**src/rtl/video_timing_pkg.sv**
```systemverilog
// Shared raster definitions: FSM states, source-select codes and default geometry
// used by the stream generator and the filter blocks that consume its raster.
package video_timing_pkg;

  typedef enum logic [2:0] {
    ST_IDLE   = 3'd0,
    ST_V_PRE  = 3'd1,
    ST_ACTIVE = 3'd2,
    ST_V_POST = 3'd3,
    ST_GAP    = 3'd4
  } state_t;

  localparam logic [1:0] PAT_UPSTREAM = 2'd0;
  localparam logic [1:0] PAT_HRAMP    = 2'd1;
  localparam logic [1:0] PAT_VRAMP    = 2'd2;
  localparam logic [1:0] PAT_CONST    = 2'd3;

  localparam int Y16_DW           = 16;
  localparam int DEF_IMAGE_WIDTH  = 640;
  localparam int DEF_IMAGE_HEIGHT = 512;
  localparam int DEF_H_BLANK      = 64;
  localparam int DEF_V_PRE        = 2;
  localparam int DEF_V_POST       = 2;
  localparam int DEF_FRAME_GAP    = 16;

  function automatic int cnt_w(input int n);
    return (n > 1) ? $clog2(n) : 1;
  endfunction

endpackage

```
**src/rtl/video_timing_cnt.sv**
```systemverilog
// Column/row position counters for one field (pre-blank, active and post-blank rows).
// Held at zero while i_run is low so every field starts from column 0, row 0.
module video_timing_cnt
  import video_timing_pkg::*;
#(
  parameter int LINE_LEN = DEF_IMAGE_WIDTH + DEF_H_BLANK,
  parameter int ROWS     = DEF_V_PRE + DEF_IMAGE_HEIGHT + DEF_V_POST,
  parameter int H_W      = cnt_w(LINE_LEN),
  parameter int V_W      = cnt_w(ROWS)
) (
  input  logic           i_clk,
  input  logic           i_rst_n,
  input  logic           i_run,
  output logic [H_W-1:0] o_h_cnt,
  output logic [V_W-1:0] o_v_cnt,
  output logic           o_line_end,
  output logic           o_field_end
);

  logic [H_W-1:0] r_h_cnt;
  logic [V_W-1:0] r_v_cnt;

  assign o_line_end  = (r_h_cnt == H_W'(LINE_LEN - 1));
  assign o_field_end = o_line_end && (r_v_cnt == V_W'(ROWS - 1));
  assign o_h_cnt     = r_h_cnt;
  assign o_v_cnt     = r_v_cnt;

  always_ff @(posedge i_clk or negedge i_rst_n) begin
    if (!i_rst_n) begin
      r_h_cnt <= '0;
      r_v_cnt <= '0;
    end else if (!i_run) begin
      r_h_cnt <= '0;
      r_v_cnt <= '0;
    end else if (o_line_end) begin
      r_h_cnt <= '0;
      r_v_cnt <= o_field_end ? '0 : r_v_cnt + V_W'(1);
    end else begin
      r_h_cnt <= r_h_cnt + H_W'(1);
    end
  end

endmodule

```
**src/rtl/video_stream_gen.sv**
```systemverilog
// Raster source: field/line timing with blanking, pixels from upstream or a test pattern.
// Outputs are registered one cycle behind the counter position, so o_pix_rdy can look ahead.
//   state     | meaning
//   ST_IDLE   | stopped, all outputs low
//   ST_V_PRE  | field_vld high, blank rows before line 0
//   ST_ACTIVE | image rows: IMAGE_WIDTH pixels then H_BLANK idle per row
//   ST_V_POST | field_vld high, blank rows after the last line
//   ST_GAP    | field_vld low for FRAME_GAP cycles, then frame count
module video_stream_gen
  import video_timing_pkg::*;
#(
  parameter int DATA_W       = Y16_DW,
  parameter int IMAGE_WIDTH  = DEF_IMAGE_WIDTH,
  parameter int IMAGE_HEIGHT = DEF_IMAGE_HEIGHT,
  parameter int H_BLANK      = DEF_H_BLANK,
  parameter int V_PRE        = DEF_V_PRE,
  parameter int V_POST       = DEF_V_POST,
  parameter int FRAME_GAP    = DEF_FRAME_GAP
) (
  input  logic              i_clk,
  input  logic              i_rst_n,
  input  logic              i_enable,
  input  logic [1:0]        i_pattern_sel,
  input  logic [DATA_W-1:0] i_const_val,
  input  logic              i_pix_vld,
  input  logic [DATA_W-1:0] i_pix_data,
  output logic              o_pix_rdy,
  input  logic              i_clr_err,
  output logic              o_field_vld,
  output logic              o_line_vld,
  output logic [DATA_W-1:0] o_img_data,
  output logic              o_underflow,
  output logic [15:0]       o_frame_cnt,
  output logic              o_busy
);

  localparam int LINE_LEN = IMAGE_WIDTH + H_BLANK;
  localparam int ROWS     = V_PRE + IMAGE_HEIGHT + V_POST;
  localparam int H_W      = cnt_w(LINE_LEN);
  localparam int V_W      = cnt_w(ROWS);
  localparam int GAP_W    = cnt_w(FRAME_GAP);

  localparam logic [V_W-1:0]   ROW_PRE_LAST  = V_W'(V_PRE - 1);
  localparam logic [V_W-1:0]   ROW_FIRST_ACT = V_W'(V_PRE);
  localparam logic [V_W-1:0]   ROW_ACT_LAST  = V_W'(V_PRE + IMAGE_HEIGHT - 1);
  localparam logic [GAP_W-1:0] GAP_LOAD      = GAP_W'(FRAME_GAP - 1);
  localparam state_t ST_FIRST     = (V_PRE > 0) ? ST_V_PRE : ST_ACTIVE;
  localparam state_t ST_AFTER_ACT = (V_POST > 0) ? ST_V_POST : ST_GAP;

  state_t             r_state, w_state_nxt;
  logic [H_W-1:0]     w_h_cnt;
  logic [V_W-1:0]     w_v_cnt;
  logic               w_line_end, w_field_end, w_run, w_field_start;
  logic [GAP_W-1:0]   r_gap_cnt;
  logic [1:0]         r_pat;
  logic [DATA_W-1:0]  r_const;
  logic               w_act_pix, w_underrun;
  logic [DATA_W-1:0]  w_pix;
  logic               r_field_vld, r_line_vld, r_underflow, r_busy;
  logic [DATA_W-1:0]  r_img_data;
  logic [15:0]        r_frame_cnt;

  assign w_run = (r_state == ST_V_PRE) || (r_state == ST_ACTIVE) || (r_state == ST_V_POST);

  video_timing_cnt #(
    .LINE_LEN (LINE_LEN),
    .ROWS     (ROWS),
    .H_W      (H_W),
    .V_W      (V_W)
  ) u_cnt (
    .i_clk       (i_clk),
    .i_rst_n     (i_rst_n),
    .i_run       (w_run),
    .o_h_cnt     (w_h_cnt),
    .o_v_cnt     (w_v_cnt),
    .o_line_end  (w_line_end),
    .o_field_end (w_field_end)
  );

  always_ff @(posedge i_clk or negedge i_rst_n) begin
    if (!i_rst_n) r_state <= ST_IDLE;
    else          r_state <= w_state_nxt;
  end

  always_comb begin
    w_state_nxt = r_state;
    case (r_state)
      ST_IDLE:   if (i_enable) w_state_nxt = ST_FIRST;
      ST_V_PRE:  if (w_line_end && (w_v_cnt == ROW_PRE_LAST)) w_state_nxt = ST_ACTIVE;
      ST_ACTIVE: if (w_line_end && (w_v_cnt == ROW_ACT_LAST)) w_state_nxt = ST_AFTER_ACT;
      ST_V_POST: if (w_field_end) w_state_nxt = ST_GAP;
      ST_GAP:    if (r_gap_cnt == '0) w_state_nxt = i_enable ? ST_FIRST : ST_IDLE;
      default:   w_state_nxt = ST_IDLE;
    endcase
  end

  // Pixel position the registered outputs will show after the next edge.
  always_comb begin
    w_act_pix = (r_state == ST_ACTIVE) && (int'(w_h_cnt) < IMAGE_WIDTH);
    o_pix_rdy = w_act_pix && (r_pat == PAT_UPSTREAM);
    w_underrun = o_pix_rdy && !i_pix_vld;
    case (r_pat)
      PAT_HRAMP: w_pix = DATA_W'(w_h_cnt);
      PAT_VRAMP: w_pix = DATA_W'(w_v_cnt - ROW_FIRST_ACT);
      PAT_CONST: w_pix = r_const;
      default:   w_pix = i_pix_vld ? i_pix_data : ((w_h_cnt == '0) ? '0 : r_img_data);
    endcase
  end

  assign w_field_start = ((r_state == ST_IDLE) || (r_state == ST_GAP)) &&
                         ((w_state_nxt == ST_V_PRE) || (w_state_nxt == ST_ACTIVE));

  always_ff @(posedge i_clk or negedge i_rst_n) begin
    if (!i_rst_n) begin
      r_gap_cnt   <= '0;
      r_pat       <= PAT_UPSTREAM;
      r_const     <= '0;
      r_frame_cnt <= '0;
      r_field_vld <= 1'b0;
      r_line_vld  <= 1'b0;
      r_img_data  <= '0;
      r_underflow <= 1'b0;
      r_busy      <= 1'b0;
    end else begin
      if (w_field_start) begin
        r_pat   <= i_pattern_sel;
        r_const <= i_const_val;
      end
      if ((w_state_nxt == ST_GAP) && (r_state != ST_GAP)) r_gap_cnt <= GAP_LOAD;
      else if ((r_state == ST_GAP) && (r_gap_cnt != '0)) r_gap_cnt <= r_gap_cnt - GAP_W'(1);
      if ((r_state == ST_GAP) && (r_gap_cnt == '0)) r_frame_cnt <= r_frame_cnt + 16'd1;
      r_field_vld <= w_run;
      r_line_vld  <= w_act_pix;
      r_img_data  <= w_act_pix ? w_pix : '0;
      r_busy      <= (w_state_nxt != ST_IDLE);
      if (w_underrun)     r_underflow <= 1'b1;
      else if (i_clr_err) r_underflow <= 1'b0;
    end
  end

  assign o_field_vld = r_field_vld;
  assign o_line_vld  = r_line_vld;
  assign o_img_data  = r_img_data;
  assign o_underflow = r_underflow;
  assign o_frame_cnt = r_frame_cnt;
  assign o_busy      = r_busy;

endmodule
```
**config.mk**
```make
export PLATFORM = sky130hd
export DESIGN_NAME = video_stream_gen
export DESIGN_NICKNAME = d
export VERILOG_FILES = /design/src/rtl/video_timing_pkg.sv /design/src/rtl/video_timing_cnt.sv /design/src/rtl/video_stream_gen.sv
export SDC_FILE = /design/constraint.sdc
export NUM_CORES = 1
export LEC_CHECK = 0
export CAP_MARGIN = 20
export CORE_UTILIZATION = 35
export DETAILED_ROUTE_END_ITERATION = 7
export GPL_TIMING_DRIVEN = 0
export MAX_ROUTING_LAYER = met4
export PLACE_DENSITY = 0.56
export SLEW_MARGIN = 20
export SYNTH_ARGS = -nofsm -noshare
export SYNTH_HDL_FRONTEND = slang
export SYNTH_SLANG_ARGS = --single-unit
```
**constraint.sdc**
```tcl
create_clock -name i_clk -period 3.6 [get_ports i_clk]
set_clock_uncertainty 0.15 [all_clocks]
set_input_delay 0.72 -clock i_clk [delete_from_list [all_inputs] [get_ports i_clk]]
set_output_delay 0.72 -clock i_clk [all_outputs]
set_load 0.01 [all_outputs]
```
== Yosys cells after proc, flatten, opt, wreduce, memory -nomap -nowiden ==
Index checks and enable logic that the tools add are counted.

* Logic and storage cells: 78
* Register bits after elaboration: 81
* Output and inout bits: 37

* $lt $le $gt $ge: 1
* Eq/ne operators: 17
* Multiplexer cells: 20
* Reduce and logical (&&, ||, !) cells: 23
* Add/subtract/negate cells: 5

{| class="wikitable"
|+ Operators with widths
! operator !! number
|-
| $mux W10 || 5
|-
| $mux W16 || 3
|-
| $pmux W16 S3 || 1
|-
| $eq A10 B10 Y1 const B || 3
|-
| $add A10 B1 Y10 const B || 2
|-
| $add A16 B1 Y16 const B || 1
|-
| $mux W3 || 5
|-
| $pmux W3 S5 || 1
|-
| $sub A10 B2 Y11 const B || 1
|-
| $eq A10 B1 Y1 const B || 1
|-
| $logic_and A1 B1 Y1 || 10
|-
| $logic_not A10 Y1 || 1
|-
| $lt A10 B10 Y1 const B || 1
|-
| $eq A3 B2 Y1 const B || 3
|-
| $mux W4 || 2
|-
| $eq A3 B1 Y1 const B || 2
|-
| $eq A3 B3 Y1 const B || 2
|-
| $ne A6 B2 Y1 const B || 1
|-
| $eq A2 B2 Y1 const B || 2
|-
| $logic_not A4 Y1 || 1
|-
| $logic_or A1 B1 Y1 || 4
|-
| $reduce_bool A2 Y1 || 2
|-
| $reduce_bool A4 Y1 || 1
|-
| $sub A4 B1 Y4 const B || 1
|-
| 8 further kinds || 10
|}

== Longest topological paths before layout ==
Gate-level depths: netlist (run 1).

* Depth in word-level cells: 7
* Gate-level depth with buffers: 8
* Gate-level depth less buffers: 7

== By module ==
From an unflattened synthesis (run 1), not the netlist that was laid out.

* Cell total of the unflattened synthesis: 403
* Area, all modules: 4,120.2 µm²

{| class="wikitable"
|+ By module, submodules not included
! module !! times used !! cells an instance !! area each (µm²) !! seq. area each (µm²)
|-
| video_stream_gen || 1 || 301 || 3,119.2 || 1,526.5
|-
| video_timing_cnt || 1 || 102 || 1,001.0 || 500.5
|}

== Worst setup path before layout (run 1) ==
No wires, ideal clock.

* Kind: register to register
* From: register u_cnt.r_v_cnt[4], in the netlist u_cnt.o_v_cnt[4]
* To: register r_busy, in the netlist o_busy
* Stages on the path, launching flop included: 8
* Slack: 0.924 ns
* Data required time: 3.324 ns
* Clock period less this slack: 2.676 ns
* Arrival: 2.400 ns
* Setup time: 0.126 ns
* Cell sequence: dfrtp_1 -> buf_6 -> or4_1 -> buf_2 -> or2_4 -> or4_4 -> a211o_1 -> a311o_1

* Cells in the longest elaborated chain, start to end: 5
* Elaborated cells between the ends (all ways): 11
* Those cells by class: 3 x eq/ne; 4 x mux; 4 x reduce/logical

{| class="wikitable"
|+ Ends and longest elaborated chain
! what !! line !! RTL
|-
| start: declaration || video_timing_cnt.sv:21 || <nowiki>logic [V_W-1:0] r_v_cnt;</nowiki>
|-
| start signal: assignment || video_timing_cnt.sv:37 || <nowiki>r_v_cnt <= o_field_end ? '0 : r_v_cnt + V_W'(1);</nowiki>
|-
| $eq A10 B10 Y1, or another cell as far along || video_timing_cnt.sv:24 || <nowiki>assign o_field_end = o_line_end && (r_v_cnt == V_W'(ROWS - 1));</nowiki>
|-
| $logic_and A1 B1 Y1, on equally long branches || video_timing_cnt.sv:24, video_stream_gen.sv:89, video_stream_gen.sv:90 ||
|-
| $mux W3, on equally long branches || video_stream_gen.sv:91, video_stream_gen.sv:89, video_stream_gen.sv:90 ||
|-
| $pmux W3 S5 (*) || video_stream_gen.sv:87 || <nowiki>case (r_state)</nowiki>
|-
| via w_state_nxt[0] || video_stream_gen.sv:50 || <nowiki>state_t r_state, w_state_nxt;</nowiki>
|-
| $reduce_bool A3 Y1 (*) || video_stream_gen.sv:135 || <nowiki>r_busy <= (w_state_nxt != ST_IDLE);</nowiki>
|-
| end signal: assignment || video_stream_gen.sv:135 ||
|-
| end: declaration || video_stream_gen.sv:59 || <nowiki>logic r_field_vld, r_line_vld, r_underflow, r_busy;</nowiki>
|}

Mark *: on every way through the listed nets, which the timed path passes. The rest lies on a longest branch.
A chain may end at the register's enable or synchronous reset.

== Worst setup path after layout (run 1) ==
* From: register r_state[0]
* To: output o_pix_rdy

* Cells in the longest elaborated chain, start to end: 3

{| class="wikitable"
|+ Ends and longest elaborated chain
! what !! line !! RTL
|-
| start: declaration || video_stream_gen.sv:50 ||
|-
| start signal: assignment || video_stream_gen.sv:82 || <nowiki>else r_state <= w_state_nxt;</nowiki>
|-
| $eq A3 B2 Y1 || video_stream_gen.sv:99 || <nowiki>w_act_pix = (r_state == ST_ACTIVE) && (int'(w_h_cnt) < IMAGE_WIDTH);</nowiki>
|-
| $logic_and A1 B1 Y1 || video_stream_gen.sv:99 ||
|-
| $logic_and A1 B1 Y1 || video_stream_gen.sv:100 || <nowiki>o_pix_rdy = w_act_pix && (r_pat == PAT_UPSTREAM);</nowiki>
|-
| end: declaration || video_stream_gen.sv:27 || <nowiki>output logic o_pix_rdy,</nowiki>
|}

Every way passes these cells.

==> results.py, run 1 <==
metrics = {
    "drt": {
        "vias": 3285,
        "drc": 0,
        "detail_route.vias_per_cell": 5.21,
        "wire_per_inst_um": 15.8,
        "finalWirelength_mm": 9.98,
        "drtIter0Drc": 152,
        "ant_nets": 0,
        "firstDrtPassIters": 4,
    },
    "yosys": {
        "post_synth.cell_area_avg_um2": 10.2,
        "postSynth.topFlopCell": "dfrtp_1",
        "yosysSeqAreaShare_pct": 49.8,
        "combinational_family_with_the_most_area_after_synthesis": "simple AND/OR/NAND/NOR gates",
        "synth_simple_gate_area_share_pct": 17.3,
        "synth_fa_ha_area_share_pct": 2.46,
        "yosys_register_bits": 81,
        "postSynthCellCount": 397,
        "fraction_of_synthesized_cell_area_in_xor_and_xnor_cells_pct": 7.32,
        "synth_mux_area_share_pct": 7.44,
        "ranking_of_synthesized_cells_by_area": "dfrtp_1 (50%), mux2_2 (5.0%), nand2_1 (3.9%), xnor2_1 (3.9%), xor2_1 (3.4%)",
        "async_flop_share_pct": 100,
        "synth-edff-count": 0,
        "post_synth_instance_area_um2": 4070,
        "synthesized_area_fraction_occupied_by_ao_oa_aoi_and_oai_cells_pct": 11.9,
        "yosys_warnings": 0,
        "synth_nets": 444,
        "synthDistinctLibCells": 47,
        "synthDominantAreaCellType": "dfrtp_1",
        "synth_top_area_share_pct": 49.8,
    },
    "global_routing": {
        "initial_antenna_violation_count": 0,
        "grt_util_all_layers_pct": 17.8,
        "gr-total-overflow": 0,
        "grt_pass1_wl_mm": 15.8,
        "grt_start_max_net_pins": 52,
        "number_of_global_route_vias_before_repair": 3115,
    },
    "worst_setup_path": {
        "critical_path_buf_inv_count": 3,
        "timing.setup.critical_path_class": "register to primary output",
        "critPathLaunchType": "register",
        "worstPathRequired_ns": 2.73,
        "timing.critical_path.slowest_cell_delay_ns": 0.57,
        "end_kind": "primary output",
        "cp_top_family": "buffers and inverters",
        "path_max_fanout": 10,
        "worst_path_most_repeated_cell": "clkbuf_1",
        "critical_path_cell_list": "clkbuf_1 -> nor3b_2 -> nand2_1 -> clkbuf_1 -> nor3_1 -> clkdlybuf4s50_1",
        "critical_path_slowest_stage_cell": "clkdlybuf4s50_1",
        "arr_time_crit_path_ns": 2.49,
        "r2r_slack_ns": 0.51,
    },
    "clock_network": {
        "cts_made_buffers": 9,
        "cts_setup_buffers": 0,
        "clockBufferDepth": 2,
        "cts.root.buffer_cell": "clkbuf_16",
        "clock_tree_from_tritoncts": "yes",
        "clock_latency_late_sink_ns": 0.33,
        "path_clk_slew_ns": 0.06,
        "cts_max_level": 3,
        "cts_num_sinks": 81,
    },
    "cells_and_area": {
        "layout.area.seq_um2": 2030,
        "fill_cells": 1102,
        "post_route_cells_drive_above_1_share_pct": 8.83,
        "antenna_cells": 0,
        "design_area_um2": 5350,
        "multi_input_comb_area_um2": 1890,
        "area.growth.synth_to_final_pct": 31.5,
        "final_net_count": 530,
    },
    "pwr": {
        "ir_drop_mv": 0.258,
        "share_seq_of_total_power_pct": 42.2,
        "pwr_density_cell_nw_per_um2": 488,
        "combPwrFrac_pct": 18.2,
        "p_int_w": 0.00191,
        "power_frac_clock_pct": 39.6,
        "p_switching_w": 0.000702,
        "power.leakage_nw": 2.35,
        "sw_frac_of_total_pct": 26.9,
        "total_power_w": 0.00261,
    },
    "timing": {
        "report.final.slew_viol_count": 0,
        "max_freq_ghz": 0.297,
        "period_minus_slack_ns": 3.36,
        "final.period_utilization_pct": 93.5,
        "tightestPinTransition_ns": 0.777,
        "unrepaired_setup_endpoints_after_global_routing": "no",
        "hold_violations": 0,
        "final-setup-viol-count": 0,
        "slew-limit-headroom_pct": 47.9,
    },
    "die": {
        "die-width_um": 110,
        "std_cell_rows": 39,
        "top_level_ports": 76,
        "initial_utilization_pct": 35.8,
        "floorplan.die.height_um": 110,
        "core_area_um2": 11400,
        "die_area_um2": 12100,
    },
    "flow_run": {
        "maxCapViolCount": 0,
    },
    "placement": {
        "buffer_ports.inserted": 74,
        "place_congestion": 0.829,
        "dp.final_hpwl_mm": 7.30,
        "post_dp_cell_area_um2": 5010,
    },
    "status": {
        "outcome": "completed",
    },
    "worst_hold_path": {
        "min-delay-path-class": "primary input to async pin",
    },
}
[cells by family (layout without fill, tap and decap cells)]
kind of cell / Yosys count / count (layout)
simple gates: 139 / 139
flops: 81 / 81
compound gates: 69 / 69
buf+inv: 38 / 128
xor+xnor: 34 / 34
mux: 28 / 28
fa+ha+maj: 8 / 8
[metrics by stage]
step	hold WS, ns	instances	util [%]	worst slack [ns]	TNS (ns)
CTS	0.190	630	47.0	0.0481	0
global placement	0.312	614	43.9	-1.38	-111.53
finish	0.181	630	47.1	0.235	0
floorplan	0.274	397	-	0.924	0
detailed placement	0.309	615	44.1	0.384	0
global route	0.205	630	47.1	0.0887	0
[final cells by class]
type,count,area share (%)
Tap cell,143,3.34
Inverter,18,1.26
Timing Repair Buffer,75,14.3
Clock inverter,6,2.01
Multi-Input combinational cell,278,35.4
Buffer,20,1.57
Clock buffer,9,4.21
Sequential cell,81,37.9
[cell usage in the layout, fill, tap and decap left out, types with 9 or more instances in the layout]
master / count
a21oi_1: 15
o21ai_0: 11
a221oi_1: 9
xnor2_1: 18
inv_1: 18
mux2_2: 18
nand3_1: 13
mux2i_1: 10
xor2_1: 16
nor2_1: 27
nor3_1: 10
clkbuf_1: 12
dfrtp_1: 81
clkdlybuf4s50_1: 73
nand2_1: 42
clkbuf_16: 9
[synthesized netlist by cell type (2+ instances only)]
master,n
nand4_1,3
nand2_1,42
nor3_1,10
o211ai_1,2
nor2b_1,3
or2_2,2
o2bb2ai_1,2
clkbuf_1,12
a221oi_1,9
inv_1,18
a221o_1,5
or4_1,5
mux2i_1,10
and3_1,8
o21ai_0,11
a21o_1,8
a21oi_1,15
ha_1,8
nand2b_1,4
xor2_1,16
nor4_1,3
a31oi_1,4
nor2_1,27
mux2_2,18
or3_1,4
a22o_1,8
nor3b_1,5
nand3_1,13
nor4b_1,2
dfrtp_1,81
xnor2_1,18
buf_1,6
[what timing repair did]
| item | CTS | global route |
|---|---|---|
| setup endpoints to repair | 0 | 1 |
| hold buffers | 0 | 0 |
| gates resized for setup | 0 | 1 |
[power groups by stage]
stage / clock [W] / sequential, W / combinational (W)
finish: 0.00103 / 0.00110 / 0.000474
global route: 0.00109 / 0.00112 / 0.000525
CTS: 0.00106 / 0.00110 / 0.000478
detailed placement: 0 / 0.00112 / 0.000476
global placement: 0 / 0.00112 / 0.000466
floorplan: 0 / 0.00108 / 0.000323
[per-layer routing]
metal / up-vias / track usage, % / wire [um]
li1: 1574 / - / -
met1: 1603 / 25.0 / 4910
met2: 96 / 26.0 / 4430
met3: 12 / 3.62 / 496
met4: 0 / 4.76 / 142
met5: - / - / 0
[path summary, 6_finish.rpt]
kind                                  from              end  depth (start not counted)
min reg2reg                o_frame_cnt[15]  o_frame_cnt[15]                          1
min in group i_clk         o_frame_cnt[15]  o_frame_cnt[15]                          1
max reg2reg                     r_state[0]    o_img_data[9]                          7
max in group asynchronous          i_rst_n           o_busy                          2
min                                i_rst_n       r_const[2]                          1
max                             r_state[0]        o_pix_rdy                          6
[registers in the layout (all words and copies together) (netlist names)]
name and count:
o_frame_cnt 16, o_img_data 16, r_const 16, u_cnt.o_h_cnt 10, u_cnt.o_v_cnt 10, r_gap_cnt 4
r_state 3, r_pat 2, o_busy 1, o_field_vld 1, o_line_vld 1, o_underflow 1
Power figures use the tool's default switching activity.
==> run 2, diff against run 1 <==
SYNTH_HIERARCHICAL = 1   (was default)
==> run 2 against run 1 <==
Against the previous run:
- synthesized cell count grew 1.5%
- worst hold slack gained 0.027 ns
- clock-buffer cell count grew 2
- total power shrank 21%
- first-iteration DRC count grew 25%
- sequential cell count is the same
- cell count grew 1.3%
- critical path type unchanged
- core utilization is essentially flat
- area after synthesis grew 1.3%
- worst setup slack gained 0.36 ns
==> results.py, run 2 <==
metrics = {
    "status": {
        "outcome": "completed",
    },
    "yosys": {
        "postSynth.topFlopCell": "dfrtp_1",
        "post_synth.cell_area_avg_um2": 10.2,
        "yosysSeqAreaShare_pct": 49.2,
        "async_flop_share_pct": 100,
        "synthDominantAreaCellType": "dfrtp_1",
        "synth_nets": 447,
        "netlist_top_cells_count": "dfrtp_1 (81), a21oi_1 (32), nand2_1 (32), nor2_1 (30), nand3_1 (24)",
        "synth_top_area_share_pct": 49.2,
        "postSynthCellCount": 403,
        "ranking_of_synthesized_cells_by_area": "dfrtp_1 (49%), mux2_1 (4.4%), a21oi_1 (3.9%), xnor2_1 (3.2%), xor2_1 (3.0%)",
        "yosys_warnings": 6,
        "synthDistinctLibCells": 56,
        "yosys_register_bits": 81,
        "synth_most_common_cell": "dfrtp_1",
        "synth-edff-count": 0,
        "post_synth_instance_area_um2": 4120,
    },
    "clock_network": {
        "cts_made_buffers": 9,
        "cts_num_sinks": 81,
        "cts.root.buffer_cell": "clkbuf_16",
        "postCtsResizedCells": 0,
        "cts_max_level": 3,
        "clock_latency_late_sink_ns": 0.33,
        "clockBufferDepth": 2,
        "path_clk_slew_ns": 0.06,
        "clock_tree_from_tritoncts": "yes",
        "cts_setup_buffers": 0,
        "hold_buffers": 0,
    },
    "timing": {
        "slew-limit-headroom_pct": 38.1,
        "final-setup-viol-count": 0,
        "period_minus_slack_ns": 3.00,
        "report.final.slew_viol_count": 0,
        "hold_violations": 0,
        "max_freq_ghz": 0.333,
        "tightestPinTransition_ns": 0.919,
        "post-route-worst-setup-slack_ns": 0.598,
        "final.period_utilization_pct": 83.4,
        "unrepaired_setup_endpoints_after_global_routing": "no",
    },
    "cells_and_area": {
        "post_route_cells_drive_above_1_share_pct": 6.67,
        "leading_cell_types_in_the_layout_fill_and_taps_excluded": "dfrtp_1 (81), clkdlybuf4s50_1 (74), nand2_1 (32), a21oi_1 (32), nor2_1 (30)",
        "area.growth.synth_to_final_pct": 30.9,
        "fill_cells": 1105,
        "mostFrequentLayoutCell": "dfrtp_1",
        "final_net_count": 534,
        "antenna_cells": 0,
    },
    "worst_setup_path": {
        "arr_time_crit_path_ns": 2.13,
        "critPathLaunchType": "register",
        "r2r_slack_ns": 0.76,
        "timing.setup.critical_path_class": "register to primary output",
        "end_kind": "primary output",
        "rr_endpoint": "r_const[10]",
        "reg_to_reg_critical_path_startpoint": "r_gap_cnt[0]",
        "path_max_fanout": 9,
        "worstPathRequired_ns": 2.73,
        "worst_r2r_path_depth": 7,
    },
    "die": {
        "core_area_um2": 11500,
        "floorplan.die.height_um": 111,
        "die-width_um": 111,
        "initial_utilization_pct": 35.9,
        "die_area_um2": 12200,
        "std_cell_rows": 39,
        "top_level_ports": 76,
    },
    "global_routing": {
        "number_of_global_route_vias_before_repair": 3461,
        "grt_util_all_layers_pct": 18.7,
        "initial_antenna_violation_count": 0,
        "grt_pass1_wl_mm": 17.8,
        "gr-total-overflow": 0,
        "grt_start_max_net_pins": 43,
    },
    "drt": {
        "ant_nets": 0,
        "detail_route.vias_per_cell": 5.32,
        "finalWirelength_mm": 10.5,
        "vias": 3394,
        "drc": 0,
        "firstDrtPassIters": 5,
        "wire_per_inst_um": 16.4,
        "drtIter0Drc": 190,
    },
    "placement": {
        "place_congestion": 0.887,
        "buffer_ports.inserted": 75,
        "dp.final_hpwl_mm": 7.71,
        "dp_slack_ns": 0.728,
    },
    "pwr": {
        "total_power_w": 0.00206,
        "power.leakage_nw": 2.30,
        "ir_drop_mv": 0.251,
        "pwr_density_cell_nw_per_um2": 381,
    },
    "worst_hold_path": {
        "min-delay-path-class": "primary input to async pin",
    },
    "flow_run": {
        "maxCapViolCount": 0,
    },
}
run 2: cell types whose count changed after synthesis, sizes merged, moves of 4 or more:
| cell | delta |
|---|---|
| a21o | -6 |
| a21oi | +17 |
| a221o | -4 |
| a221oi | -6 |
| inv | -4 |
| nand2 | -10 |
| nand3 | +11 |
| nor3 | -4 |
| o2bb2ai | +5 |
| o31ai | +4 |
run 2: kinds of logic (layout without fill, tap and decap cells):
family	count (synthesis)	in the layout	synth area share [%]
simple gates	147	147	19.3
compound gates	82	82	13.5
flops	81	81	49.2
buf+inv	31	123	2.95
xor+xnor	29	29	6.16
mux	28	28	7.38
fa+ha+maj	5	5	1.52
run 2: layout make-up:
cell class,instances,area (um^2),share of cell area (%)
clock buffers,11,243,4.50
well taps,143,179,3.32
plain buffers,17,68.8,1.28
repair buffers,76,768,14.2
inverters,14,52.6,0.974
multi-input cells,291,1970,36.5
clock inverters,5,85.1,1.58
flip-flops and latches,81,2030,37.6
run 2: stage by stage:
step / area (um^2) / cells / setup TNS (ns) / hold slack (ns) / utilization [%]
final: 5400 / 638 / 0 / 0.209 / 47.0
after global routing: 5400 / 638 / 0 / 0.245 / 47.0
after CTS: 5400 / 638 / 0 / 0.231 / 47.0
after detailed placement: 5070 / 622 / 0 / 0.318 / 44.2
after global placement: 5050 / 621 / -107.44 / 0.313 / 44.0
after floorplan: 4120 / 403 / 0 / 0.274 / -
run 2: worst max path at each step:
stage / start / to / slack (ns) / cells after the start
floorplan: r_gap_cnt[0] / r_const[15] / 1.17 / 7
global placement: i_rst_n / r_const[3] / -1.33 / 1
detailed placement: r_gap_cnt[0] / r_const[6] / 0.73 / 7
CTS: r_state[0] / o_pix_rdy / 0.58 / 5
global route: r_state[0] / o_pix_rdy / 0.44 / 5
finish: r_state[0] / o_pix_rdy / 0.60 / 5
run 2: worst max-delay path, cell delays in order, from the launching register on:
cell	delay [ns]
dfrtp_1	0.35
clkbuf_1	0.20
nor3b_1	0.30
nand2_1	0.22
nor2_1	0.16
clkdlybuf4s50_1	0.56
run 2: where the power goes:
group          switching, W  total, W  internal [W]
sequential       0.00000554  0.000926      0.000921
clock              0.000377   0.00101      0.000632
combinational     0.0000604  0.000122     0.0000620
total              0.000443   0.00206       0.00161
run 2: routing by layer:
metal	GRT usage (%)	vias up	routed length [um]
li1	-	1639	-
met1	25.3	1656	5030
met2	28.4	85	4910
met3	3.90	14	376
met4	5.42	0	143
met5	-	-	0
==> run 3, diff against run 2 <==
clock period = 2.9 ns   (was 3.6 ns; I/O delays follow)
==> run 3 against run 2 <==
Against the previous run:
- combinational power up 25%
- via count down 0.38%
- critical path depth unchanged
- critical endpoint unchanged
- largest power group unchanged
==> results.py, run 3 (synthesized netlist as in run 2, its figures left out) <==
metrics = {
    "clock_network": {
        "cts_max_level": 3,
        "cts_num_sinks": 81,
        "cts_made_buffers": 9,
        "clock_tree_from_tritoncts": "yes",
        "path_clk_slew_ns": 0.06,
        "clock_latency_late_sink_ns": 0.33,
        "cts.root.buffer_cell": "clkbuf_16",
        "hold_buffers": 0,
        "clockBufferDepth": 2,
    },
    "worst_setup_path": {
        "path_max_fanout": 9,
        "r2r_slack_ns": 0.20,
        "arr_time_crit_path_ns": 2.02,
        "critPathLaunchType": "register",
        "cp_top_family": "buffers and inverters",
        "rr_endpoint": "r_const[10]",
        "reg_to_reg_critical_path_startpoint": "r_gap_cnt[0]",
        "timing.critical_path.slowest_cell_delay_ns": 0.56,
        "critical_path_cell_list": "clkbuf_1 -> nor3b_2 -> nand2_2 -> nor2_1 -> clkdlybuf4s50_1",
        "critical_path_buf_inv_count": 2,
        "worstPathRequired_ns": 2.17,
        "critical_path_slowest_stage_cell": "clkdlybuf4s50_1",
        "end_kind": "primary output",
        "logic_depth_of_the_worst_path_buffers_included": 5,
        "timing.setup.critical_path_class": "register to primary output",
        "worst_r2r_path_depth": 7,
    },
    "die": {
        "initial_utilization_pct": 35.9,
        "floorplan.die.height_um": 111,
        "die_area_um2": 12200,
        "top_level_ports": 76,
        "core_area_um2": 11500,
        "die-width_um": 111,
        "std_cell_rows": 39,
    },
    "drt": {
        "drtIter0Drc": 175,
        "drc": 0,
        "firstDrtPassIters": 4,
        "detail_route.vias_per_cell": 5.30,
        "vias": 3381,
        "wire_per_inst_um": 16.4,
        "finalWirelength_mm": 10.5,
        "ant_nets": 0,
    },
    "worst_hold_path": {
        "min-delay-path-class": "primary input to async pin",
    },
    "cells_and_area": {
        "design_area_um2": 5420,
        "post-route-util_pct": 47.2,
        "antenna_cells": 0,
        "area.growth.synth_to_final_pct": 31.4,
        "mostFrequentLayoutCell": "dfrtp_1",
        "leading_cell_types_in_the_layout_fill_and_taps_excluded": "dfrtp_1 (81), clkdlybuf4s50_1 (74), a21oi_1 (32)",
        "final_net_count": 534,
        "post_layout_nonfiller_instances": 638,
        "post_route_cells_drive_above_1_share_pct": 7.07,
    },
    "timing": {
        "unrepaired_setup_endpoints_after_global_routing": "no",
        "final.period_utilization_pct": 94.9,
        "tightestPinTransition_ns": 0.916,
        "hold_violations": 0,
        "report.final.slew_viol_count": 0,
        "period_minus_slack_ns": 2.75,
        "post-route-worst-setup-slack_ns": 0.149,
        "slew-limit-headroom_pct": 38.3,
        "max_freq_ghz": 0.364,
        "final-setup-viol-count": 0,
    },
    "pwr": {
        "ir_drop_mv": 0.313,
        "power.leakage_nw": 2.30,
        "total_power_w": 0.00256,
        "pwr_density_cell_nw_per_um2": 472,
    },
    "global_routing": {
        "grt_util_all_layers_pct": 18.7,
        "number_of_global_route_vias_before_repair": 3461,
        "initial_antenna_violation_count": 0,
        "grt_pass1_wl_mm": 17.8,
        "gr-total-overflow": 0,
        "grt_start_max_net_pins": 43,
    },
    "placement": {
        "dp.final_hpwl_mm": 7.71,
        "post_dp_cell_area_um2": 5070,
        "place_congestion": 0.887,
        "numPlacedInstances": 622,
        "dp_slack_ns": 0.0278,
        "buffer_ports.inserted": 75,
    },
    "status": {
        "outcome": "completed",
    },
    "flow_run": {
        "maxCapViolCount": 0,
    },
}
run 3: layout make-up:
type,count,area [um^2]
clock inverter,5,85.1
clock buffer,11,243
inverter,14,52.6
fill,1101,6050
timing repair buffer,76,768
sequential,81,2030
tap,143,179
buffer,17,68.8
multi-input combinational,291,1990
run 3: metrics by stage:
stage | hold WS (ns) | TNS [ns]
5_1_grt | 0.105 | 0
3_3_place_gp | 0.313 | -152.80
6_report | 0.0671 | 0
4_1_cts | 0.0913 | 0
3_5_place_dp | 0.318 | 0
2_1_floorplan | 0.134 | 0
run 3: what timing repair did:
| action | CTS | global route |
|---|---|---|
| hold endpoints to repair | 0 | 0 |
| resized for setup | 0 | 3 |
| setup buffers | 0 | 0 |
| setup endpoints to repair | 0 | 17 |
run 3: worst max path at each step:
stage	startpoint	to	slack (ns)
finish	r_state[0]	o_pix_rdy	0.15
CTS	r_gap_cnt[0]	r_const[10]	0.02
global placement	i_rst_n	r_const[3]	-1.89
global route	r_state[0]	o_pix_rdy	0.02
floorplan	r_gap_cnt[0]	r_const[15]	0.47
detailed placement	r_gap_cnt[0]	r_const[6]	0.03
run 3: routing by layer:
metal | track usage (%) | routed length (um) | vias up
li1 | - | - | 1640
met1 | 25.3 | 5010 | 1651
met2 | 28.4 | 4970 | 81
met3 | 3.90 | 388 | 9
met4 | 5.42 | 108 | 0
met5 | - | 0 | -
run 3: power by group:
part	total [W]	leakage, nW	switching, W	internal (W)
sequential	0.00115	1.08	0.00000675	0.00114
combinational	0.000153	1.06	0.0000758	0.0000771
clock	0.00125	0.157	0.000469	0.000784
